--- src/rtl/uart_pkg.sv ---
// Shared types and constants for the UART receive path.
package uart_pkg;

  typedef enum logic [1:0] {
    IDLE  = 2'd0,
    START = 2'd1,
    DATA  = 2'd2,
    STOP  = 2'd3
  } uart_state_e;

  localparam int   DEFAULT_DATA_BITS  = 8;
  localparam int   DEFAULT_OVERSAMPLE = 16;
  localparam logic LINE_IDLE          = 1'b1;

endpackage

--- src/rtl/sync_2ff.sv ---
// Generic 1-bit two-flop synchronizer with async active-low reset.
module sync_2ff
  import uart_pkg::*;
#(
  parameter logic RESET_VAL = LINE_IDLE
) (
  input  logic clk,
  input  logic rst_n,
  input  logic d,
  output logic q
);

  logic meta_r;
  logic q_r;

  // two-stage chain resolving metastability on the asynchronous input
  always_ff @(posedge clk or negedge rst_n) begin
    if (!rst_n) begin
      meta_r <= RESET_VAL;
      q_r    <= RESET_VAL;
    end else begin
      meta_r <= d;
      q_r    <= meta_r;
    end
  end

  assign q = q_r;

endmodule

--- src/rtl/uart_rx_core.sv ---
// UART receive deserializer driven by an oversampling baud tick; samples mid-bit, LSB first.
module uart_rx_core
  import uart_pkg::*;
#(
  parameter int DATA_BITS  = DEFAULT_DATA_BITS,
  parameter int OVERSAMPLE = DEFAULT_OVERSAMPLE
) (
  input  logic                 clk,
  input  logic                 rst,
  input  logic                 baud_tick,
  input  logic                 rx,
  output logic [DATA_BITS-1:0] rx_data,
  output logic                 rx_valid,
  output logic                 frame_err,
  output logic                 busy
);

  localparam int TW = $clog2(OVERSAMPLE);
  localparam int BW = $clog2(DATA_BITS + 1);

  localparam logic [TW-1:0] TICK_ZERO = {TW{1'b0}};
  localparam logic [TW-1:0] TICK_ONE  = {{(TW-1){1'b0}}, 1'b1};
  localparam logic [TW-1:0] TICK_MID  = TW'(OVERSAMPLE / 2 - 1);
  localparam logic [TW-1:0] TICK_LAST = TW'(OVERSAMPLE - 1);
  localparam logic [BW-1:0] BIT_ZERO  = {BW{1'b0}};
  localparam logic [BW-1:0] BIT_ONE   = {{(BW-1){1'b0}}, 1'b1};
  localparam logic [BW-1:0] BIT_LAST  = BW'(DATA_BITS - 1);

  uart_state_e            state_r, state_nxt;
  logic [TW-1:0]          tick_cnt_r, tick_cnt_nxt;
  logic [BW-1:0]          bit_cnt_r, bit_cnt_nxt;
  logic [DATA_BITS-1:0]   shift_r, shift_nxt;
  logic [DATA_BITS-1:0]   rx_data_r, rx_data_nxt;
  logic                   rx_valid_r, rx_valid_nxt;
  logic                   frame_err_r, frame_err_nxt;
  logic                   busy_r;
  logic                   rx_sync_s;

  sync_2ff #(
    .RESET_VAL (LINE_IDLE)
  ) u_sync (
    .clk   (clk),
    .rst_n (rst),
    .d     (rx),
    .q     (rx_sync_s)
  );

  // state, counters, shift register and registered outputs
  always_ff @(posedge clk or negedge rst) begin
    if (!rst) begin
      state_r     <= IDLE;
      tick_cnt_r  <= TICK_ZERO;
      bit_cnt_r   <= BIT_ZERO;
      shift_r     <= {DATA_BITS{1'b0}};
      rx_data_r   <= {DATA_BITS{1'b0}};
      rx_valid_r  <= 1'b0;
      frame_err_r <= 1'b0;
      busy_r      <= 1'b0;
    end else begin
      state_r     <= state_nxt;
      tick_cnt_r  <= tick_cnt_nxt;
      bit_cnt_r   <= bit_cnt_nxt;
      shift_r     <= shift_nxt;
      rx_data_r   <= rx_data_nxt;
      rx_valid_r  <= rx_valid_nxt;
      frame_err_r <= frame_err_nxt;
      busy_r      <= (state_nxt != IDLE);
    end
  end

  // next-state logic; everything holds unless a baud tick is present
  always_comb begin
    state_nxt     = state_r;
    tick_cnt_nxt  = tick_cnt_r;
    bit_cnt_nxt   = bit_cnt_r;
    shift_nxt     = shift_r;
    rx_data_nxt   = rx_data_r;
    rx_valid_nxt  = 1'b0;
    frame_err_nxt = 1'b0;
    if (baud_tick) begin
      case (state_r)
        IDLE: begin
          if (rx_sync_s == 1'b0) begin
            state_nxt    = START;
            tick_cnt_nxt = TICK_ZERO;
          end else begin
            state_nxt = IDLE;
          end
        end
        START: begin
          if (tick_cnt_r == TICK_MID) begin
            tick_cnt_nxt = TICK_ZERO;
            if (rx_sync_s == 1'b0) begin
              state_nxt   = DATA;
              bit_cnt_nxt = BIT_ZERO;
            end else begin
              state_nxt = IDLE;
            end
          end else begin
            tick_cnt_nxt = tick_cnt_r + TICK_ONE;
          end
        end
        DATA: begin
          if (tick_cnt_r == TICK_LAST) begin
            shift_nxt    = {rx_sync_s, shift_r[DATA_BITS-1:1]};
            tick_cnt_nxt = TICK_ZERO;
            bit_cnt_nxt  = bit_cnt_r + BIT_ONE;
            if (bit_cnt_r == BIT_LAST) begin
              state_nxt = STOP;
            end else begin
              state_nxt = DATA;
            end
          end else begin
            tick_cnt_nxt = tick_cnt_r + TICK_ONE;
          end
        end
        STOP: begin
          // sampling mid stop bit re-arms IDLE half a bit early for back-to-back frames
          if (tick_cnt_r == TICK_LAST) begin
            tick_cnt_nxt = TICK_ZERO;
            state_nxt    = IDLE;
            if (rx_sync_s == 1'b1) begin
              rx_data_nxt  = shift_r;
              rx_valid_nxt = 1'b1;
            end else begin
              frame_err_nxt = 1'b1;
            end
          end else begin
            tick_cnt_nxt = tick_cnt_r + TICK_ONE;
          end
        end
        default: begin
          state_nxt    = IDLE;
          tick_cnt_nxt = TICK_ZERO;
          bit_cnt_nxt  = BIT_ZERO;
        end
      endcase
    end else begin
      state_nxt = state_r;
    end
  end

  assign rx_data   = rx_data_r;
  assign rx_valid  = rx_valid_r;
  assign frame_err = frame_err_r;
  assign busy      = busy_r;

endmodule

--- config.mk ---
export PLATFORM = sky130hd
export DESIGN_NAME = uart_rx_core
export DESIGN_NICKNAME = d
export VERILOG_FILES = /design/src/rtl/uart_pkg.sv /design/src/rtl/sync_2ff.sv /design/src/rtl/uart_rx_core.sv
export SDC_FILE = /design/constraint.sdc
export NUM_CORES = 1
export LEC_CHECK = 0
export BUFFER_PORTS_ARGS = -buffer_cell sky130_fd_sc_hd__buf_2
export CAP_MARGIN = 20
export CELL_PAD_IN_SITES_DETAIL_PLACEMENT = 0
export CELL_PAD_IN_SITES_GLOBAL_PLACEMENT = 1
export CORE_ASPECT_RATIO = 1.5
export CORE_UTILIZATION = 46
export DETAILED_ROUTE_END_ITERATION = 12
export PLACE_DENSITY_LB_ADDON = 0.1
export SLEW_MARGIN = 0
export SYNTH_ARGS = -nofsm -noshare
export SYNTH_HDL_FRONTEND = slang
export SYNTH_SLANG_ARGS = --single-unit
export TNS_END_PERCENT = 50
--- constraint.sdc ---
create_clock -name clk -period 2.1 [get_ports clk]
set_input_delay 0.21 -clock clk [delete_from_list [all_inputs] [get_ports clk]]
set_output_delay 0.21 -clock clk [all_outputs]
set_load 0.05 [all_outputs]
# Yosys cells after proc, flatten, opt, wreduce, memory -nomap -nowiden
# Index checks and enable logic that the tools add are counted.
# totals
reg_bits	31
out_inout_bits	11
elab_cells	53
# classes
n_addsub	2
n_eq_ne	10
mux	23
n_reduce_logical	8
# ops
op	n
$mux 4	5
$pmux 4 s3	1
$mux 1	10
$mux 2	5
$add 4x1->4 const B	2
$eq 4x3->1 const B	2
$ne 2x2->1 const B	4
$pmux 2 s4	1
$pmux 4 s2	1
$reduce_and 5->1	1
$eq 2x2->1 const B	2
$eq 4x4->1 const B	1
$reduce_and 4->1	1
$reduce_bool 2->1	2
$reduce_and 3->1	1
$eq 2x1->1 const B	1
$logic_not 2->1	1
$reduce_and 2->1	1
$reduce_or 2->1	1

# Depth between registers and ports, before layout
# Gate-level depths: netlist (run 1).
# logic_depth
ltp_word	6
mapped_depth	4
depth_no_buf	4

# By module
# From an unflattened synthesis (run 1), not the netlist that was laid out.
# hier_totals
cells_unflattened	113
area_unflattened_um2	1392.6
# modules_own_cells
mod	instances	cells_each	area_per_inst_um2	seq_area_each_um2
uart_rx_core	1	111	1340.0	725.7
sync_2ff	1	2	52.6	52.6

# Worst setup path before layout (run 1)
# No wires, ideal clock.
# synth_timing
path_type	register -> register
start	reg tick_cnt_r[0]
end	reg rx_data_r[0], in the netlist rx_data[0]
setup_time_ns	0.125
arrival_time_ns	1.579
required_time_ns	1.975
path_slack_ns	0.396
path_stages_with_launch	5
period_less_slack_ns	1.704
cell_sequence	dfrtp_1 ha_1 nand2_1 nor4_4 mux2_2
# synth_between
elab_chain_cells	2
# synth_rtl
element	line	rtl
from (decl)	uart_rx_core.sv:30	logic [TW-1:0] tick_cnt_r, tick_cnt_nxt;
from (signal assigned)	uart_rx_core.sv:61	tick_cnt_r <= tick_cnt_nxt;
$eq 4x4->1	uart_rx_core.sv:119	if (tick_cnt_r == TICK_LAST) begin
$reduce_and 4->1 (no source line)	--	
to (signal assigned)	uart_rx_core.sv:55	rx_data_r <= {DATA_BITS{1'b0}};
to (signal assigned)	uart_rx_core.sv:64	rx_data_r <= rx_data_nxt;
to (decl)	uart_rx_core.sv:33	logic [DATA_BITS-1:0] rx_data_r, rx_data_nxt;
# Every way passes these cells.
# A chain may end at the register's enable or synchronous reset.

# Final worst setup path (run 1)
# layout_timing
start	reg tick_cnt_r[0]
end	reg rx_data_r[7], in the netlist rx_data[7]
# Same word-level chain as after synthesis.

==> metrics.md, run 1 <==
| Metric | Value |
|---|---|
| Die Y | `69.0 um` |
| Syn Area/Cell | `13.0 um^2` |
| Gr ovfl total | `0` |
| Diodes inserted | `0` |
| Final Cycle Share | `84.7%` |
| Pwr dens | `1010 nW/um^2` |
| Synth Area in Adders | `1.82%` |
| Max-slew violations | `0` |
| Fmax | `0.562 GHz` |
| CP arrival | `1.95 ns` |
| I/O pins | `15` |
| Worst Path Buf+Inv | `1` |
| Area Growth Syn to Fin | `16.0%` |
| Max VDD drop | `0.703 mV` |
| Initial detailed-routing violation count | `8` |
| Initial antenna violation count | `0` |
| Top_reg_cell synth | `dfrtp_1` |
| Worst path slowest cell | `dfrtp_1` |
| Final Hold Viols | `0` |
| Period minus WS final | `1.78 ns` |
| CP Capture Type | `register` |
| GRT Overall Usage | `20.6%` |
| Post-synthesis simple-gate area fraction | `15.8%` |
| Via/cell ratio | `5.41` |
| Clock latency on the worst-skew pair | `0.28 ns` |
| Worst setup SP type | `register` |
| Die Area | `3220 um^2` |
| Post-Route WL | `2.53 mm` |
| Clock transition at path regs | `0.06 ns` |
| Final setup viols | `0` |
| Gpl congestion | `0.729` |
| Crit path max fanout | `9` |
| CTS tree | `yes` |
| Clock buffer depth | `2` |
| Pwr Total | `1.61 mW` |
| Clock root cell | `clkbuf_8` |
| Cell area after synthesis | `1380 um^2` |
| Ys Warns | `0` |
| Htree depth | `2` |
| Setup Fix Bufs, Post-CTS | `0` |
| Slew @ Worst Pin | `0.685 ns` |
| Final-stage net count | `131` |
| CP Class | `register to register` |
| First-pass GRT wire length | `4.49 mm` |
| RSZ-0062 raised after global routing | `no` |
| CTS Buf Count | `5` |
| Cells after synthesis | `106` |
| Number of nets with antenna violations after routing | `0` |
| WL per Instance | `15.5 um` |
| Max stage delay on crit path | `0.38 ns` |
| Fraction of synthesized area in multiplexers | `15.4%` |
| Port bufs | `14` |
| Main combinational cell family by area after synthesis | `simple AND/OR/NAND/NOR gates` |
| Worst min-delay path class | `input port to register` |
| Max-cap violation count | `0` |
| Clock Sinks | `31` |
| Total number of vias | `882` |
| Layout cells sized above 1 | `37.3%` |
| XOR/XNOR share of the synthesized area | `0%` |
| Number of synthesized flops with an enable pin | `0` |
| Vias in the first global route | `944` |
| Req. time, crit path | `2.27 ns` |
| Yosys cell types | `33` |
| Sequential share of the synthesized area | `56.6%` |
| Synth Area in Compound Gates | `8.28%` |
| Setup tns final | `0 ns` |
| Slew HR | `54.3%` |
| Status | `completed` |
| Starting Density | `49.8%` |
| Die Width | `46.6 um` |
| DR pass1 iterations | `3` |
| Syn_nets | `112` |
| Yosys reg bits | `31` |
| Leak Pwr | `0.788 nW` |
| Cell Rows | `23` |
| Top cell family by delay on the critical path | `simple AND/OR/NAND/NOR gates` |
| Crit-path cells | `ha_1 > nand2_1 > nor4_4 > buf_4 > mux2_2` |
| Final HPWL DP | `1.83 mm` |
| Asr flop ratio synth | `100%` |
| Core ar. | `2760 um^2` |
| Largest net degree at the start of global routing | `32` |
| Clock Skew | `0.00208 ns` |
| Drt drc | `0` |
-- Yosys cell counts, drive strengths merged, types with 3 or more instances --
cell type | count | area share, %
dfrtp | 29 | 53
mux2 | 17 | 14
nand2 | 6 | 1.6
nor2 | 4 | 1.3
nor2b | 4 | 1.8
nor4 | 4 | 2.9
a32o | 3 | 2.2
inv | 3 | 0.82
nand3b | 3 | 1.6
-- what timing repair did --
item	4_1_cts	5_1_grt
endpoints found under the hold margin	29	0
hold buffers	1	0
resized for setup	0	0
-- per-stage QoR --
step	instances	cell area (um^2)	setup WS [ns]	hold WS, ns	utilization [%]
after floorplan	106	1380	0.396	-0.0856	-
after global placement	154	1480	0.338	0.279	53.6
after detailed placement	154	1480	0.318	0.289	53.6
after CTS	163	1600	0.301	0.0137	57.7
after global routing	163	1600	0.176	0.0124	57.7
final	163	1600	0.322	0.0223	57.7
-- cells in the final DEF (no fill, tap or decap), types with 2 or more instances in the layout --
master and n:
dfrtp_1 29, mux2_2 17, buf_2 14, clkbuf_8 7, nand2_1 6, nor2b_1 4
nand3b_1 3, inv_1 3, nor2_1 3, nor4_1 3, a32o_1 3, or3b_2 2
a21oi_1 2, and4_1 2, nand3_1 2, a21o_1 2, and3_1 2, mux2i_1 2
ha_1 2, dfstp_2 2
-- power breakdown --
group | switching [mW] | internal [mW]
Sequential | 0.110 | 0.672
Combinational | 0.169 | 0.147
Clock | 0.218 | 0.298
Total | 0.497 | 1.12
-- path summary, 6_finish.rpt --
kind	slack [ns]	from	end	cells after the start
worst max-delay path	0.32	tick_cnt_r[0]	rx_data[7]	5
worst min-delay path	0.02	rx	u_sync.meta_r	1
worst max register to register	0.32	tick_cnt_r[0]	rx_data[7]	5
worst min register to register	0.36	u_sync.meta_r	u_sync.q	0
max in group asynchronous	1.16	rst	bit_cnt_r[2]	2
min in group asynchronous	0.50	rst	tick_cnt_r[2]	2
-- metal layers --
layer	wire length (um)	track usage, %	share of wire, %
met1	1040	23.3	41
met2	1340	33.5	53
met3	70	6.51	2.8
met4	72	11.1	2.9
met5	0	0	0
-- worst register-to-register path, cell delays in order (launching register included) --
cell     delay, ns
dfrtp_1       0.38
ha_1          0.28
nand2_1       0.16
nor4_4        0.27
buf_4         0.22
mux2_2        0.35
-- layout make-up --
| type | instances | area (um^2) |
|---|---|---|
| multi-input combinational | 68 | 568 |
| clock buffer | 7 | 96.3 |
| tap | 37 | 46.3 |
| fill | 265 | 1170 |
| inverter | 3 | 11.3 |
| sequential | 31 | 778 |
| clock inverter | 1 | 7.51 |
| timing repair buffer | 16 | 87.6 |
-- cell families after synthesis --
| logic type | Yosys count |
|---|---|
| AND/OR/NAND/NOR | 33 |
| flip-flops | 31 |
| multiplexers | 19 |
| AO/OA/AOI/OAI | 14 |
| buffers and inverters | 7 |
| adder cells (fa/ha/maj) | 2 |
-- flip-flops by register name, summed over array words and instances (netlist names) --
name,cells
u_sync.meta_r,1
shift_r,8
rx_data,8
state_r,2
rx_valid,1
tick_cnt_r,4
bit_cnt_r,4
frame_err,1
busy,1
u_sync.q,1
No activity file was read; power rests on OpenSTA's default activity.
==> inputs of run 2 (changes only) <==
- clock period: 2.1 -> 1.8 ns (I/O delays scaled with it)
==> run 2 against run 1 <==
Net effect: final cell count up 3.1%; wire length down 3.9%; setup slack worse by 0.21 ns; total power up 16%; sequential share of layout area down 1.3 points; worst hold slack better by 0.31 ns; highest routed layer unchanged.
==> metrics.md, run 2 (synthesis results as in run 1) <==
| Metric | Value |
|---|---|
| Status | `completed` |
| CTS Buf Count | `5 (unchanged)` |
| Die Width | `46.6 um (unchanged)` |
| Initial antenna violation count | `0 (unchanged)` |
| Clock root cell | `clkbuf_8` |
| Clock Skew | `0.00697 ns (+0.00490 ns)` |
| Via/cell ratio | `5.45 (+0.76%)` |
| Clock buffer depth | `2 (unchanged)` |
| Final HPWL DP | `1.72 mm (-6.3%)` |
| Crit-path cells | `ha_2 > nand2_1 > nor4_4 > buf_4 > mux2_2` |
| Area Growth Syn to Fin | `19.1%` |
| Slew @ Worst Pin | `0.657 ns (-0.0279 ns)` |
| Final Cycle Share | `93.6% (+8.9 points)` |
| Die Area | `3220 um^2 (unchanged)` |
| Vias in the first global route | `919 (-2.6%)` |
| DR pass1 iterations | `3 (unchanged)` |
| Fillers | `255 (-3.8%)` |
| Clock transition at path regs | `0.07 ns (about the same)` |
| Leak Pwr | `0.811 nW (+3.0%)` |
| Setup tns final | `0 ns (unchanged)` |
| CTS tree | `yes` |
| Slew HR | `56.2% (+1.9 points)` |
| Layout cells sized above 1 | `38.9% (+1.6 points)` |
| Starting Density | `49.8% (unchanged)` |
| WL per Instance | `14.4 um (-6.8%)` |
| Req. time, crit path | `1.96 ns (-0.31 ns)` |
| Initial detailed-routing violation count | `23 (+15)` |
| Diodes inserted | `0 (unchanged)` |
| Gpl congestion | `0.786 (+7.9%)` |
| RSZ-0062 raised after global routing | `no` |
| Sequential cell area | `778 um^2 (unchanged)` |
| Max-cap violation count | `0 (unchanged)` |
| Worst setup SP type | `register` |
| Die Y | `69.0 um (unchanged)` |
| Pwr dens | `1140 nW/um^2 (+13%)` |
| Total number of vias | `916 (+3.9%)` |
| Worst path slowest cell | `dfrtp_1` |
| Multi-input logic area | `571 um^2 (+0.44%)` |
| Port bufs | `14 (unchanged)` |
| CP arrival | `1.85 ns (-0.10 ns)` |
| Clock latency on the worst-skew pair | `0.27 ns (about the same)` |
| Period minus WS final | `1.69 ns (-0.0932 ns)` |
| Commonest non-fill, non-tap cell in the layout | `dfrtp_1` |
| Clock Sinks | `31 (unchanged)` |
| Max-slew violations | `0 (unchanged)` |
| Fmax | `0.593 GHz (+5.5%)` |
| Commonest non-fill, non-tap cells in the layout | `dfrtp_1, mux2_2, buf_2` |
| Top cell family by delay on the critical path | `simple AND/OR/NAND/NOR gates` |
| Core ar. | `2760 um^2 (unchanged)` |
| Final-stage net count | `136 (+3.8%)` |
| Final setup viols | `0 (unchanged)` |
| Gr ovfl total | `0 (unchanged)` |
| Crit path max fanout | `9 (unchanged)` |
| CP Capture Type | `register` |
| I/O pins | `15 (unchanged)` |
| Final Hold Viols | `0 (unchanged)` |
| Max stage delay on crit path | `0.38 ns (about the same)` |
| Htree depth | `2 (unchanged)` |
| Number of nets with antenna violations after routing | `0 (unchanged)` |
| Worst hold slack | `0.329 ns (+0.307 ns)` |
| GRT Overall Usage | `18.8% (-1.8 points)` |
| Worst min-delay path class | `input port to register` |
| CP Class | `register to register` |
| First-pass GRT wire length | `4.20 mm (-6.5%)` |
| Drt drc | `0 (unchanged)` |
| Worst Path Buf+Inv | `1 (unchanged)` |
| Max VDD drop | `0.861 mV (+22%)` |
| Post-Route WL | `2.43 mm (-3.9%)` |
| Largest net degree at the start of global routing | `32 (unchanged)` |
| Cell Rows | `23 (unchanged)` |
run 2: path summary, 6_finish.rpt:
path / depth (start not counted) / slack (ns) / end / startpoint
max in group asynchronous: 2 / 0.90 / rx_data[2] / rst
worst min register to register: 0 / 0.36 / u_sync.q / u_sync.meta_r
worst max register to register: 5 / 0.11 / rx_data[0] / tick_cnt_r[0]
worst max-delay path: 5 / 0.11 / rx_data[0] / tick_cnt_r[0]
worst min-delay path: 2 / 0.33 / tick_cnt_r[3] / baud_tick
min in group asynchronous: 2 / 0.47 / tick_cnt_r[1] / rst
run 2: final cells by class:
class                      count  share of cell area, %
sequential                    31                   47.5
clock inverter                 1                  0.306
inverter                       3                  0.688
multi-input combinational     68                   34.8
clock buffer                   7                   5.27
tap                           37                   2.83
timing repair buffer          21                   8.56
run 2: layer usage:
layer | global-route usage [%] | wire length, um | up-vias
li1 | - | - | 440
met1 | 21.3 | 1020 | 461
met2 | 31.8 | 1300 | 13
met3 | 5.99 | 82 | 2
met4 | 7.50 | 25 | 0
met5 | 0 | 0 | -
run 2: repair_timing:
action                                  in CTS  in global routing
endpoints found under the setup margin       0                  8
hold endpoints to repair                    30                  0
gates resized for setup                      0                  1
hold buffers                                 2                  0
buffers inserted                             0                  0
run 2: per-stage QoR:
stage	std cells	area, um^2	util [%]	worst slack (ns)	power, mW
after floorplan	106	1380	-	0.0962	1.20
after global placement	158	1520	55.2	0.0928	1.33
after detailed placement	158	1520	55.2	0.0648	1.33
after CTS	168	1640	59.2	0.0358	1.89
after global routing	168	1640	59.3	0.00589	2.00
final	168	1640	59.3	0.115	1.87
run 2: power breakdown:
group          total, mW  switching, mW  internal (mW)
registers          0.858         0.0733          0.784
clock network      0.545          0.238          0.308
logic              0.468          0.256          0.212
total               1.87          0.567           1.30
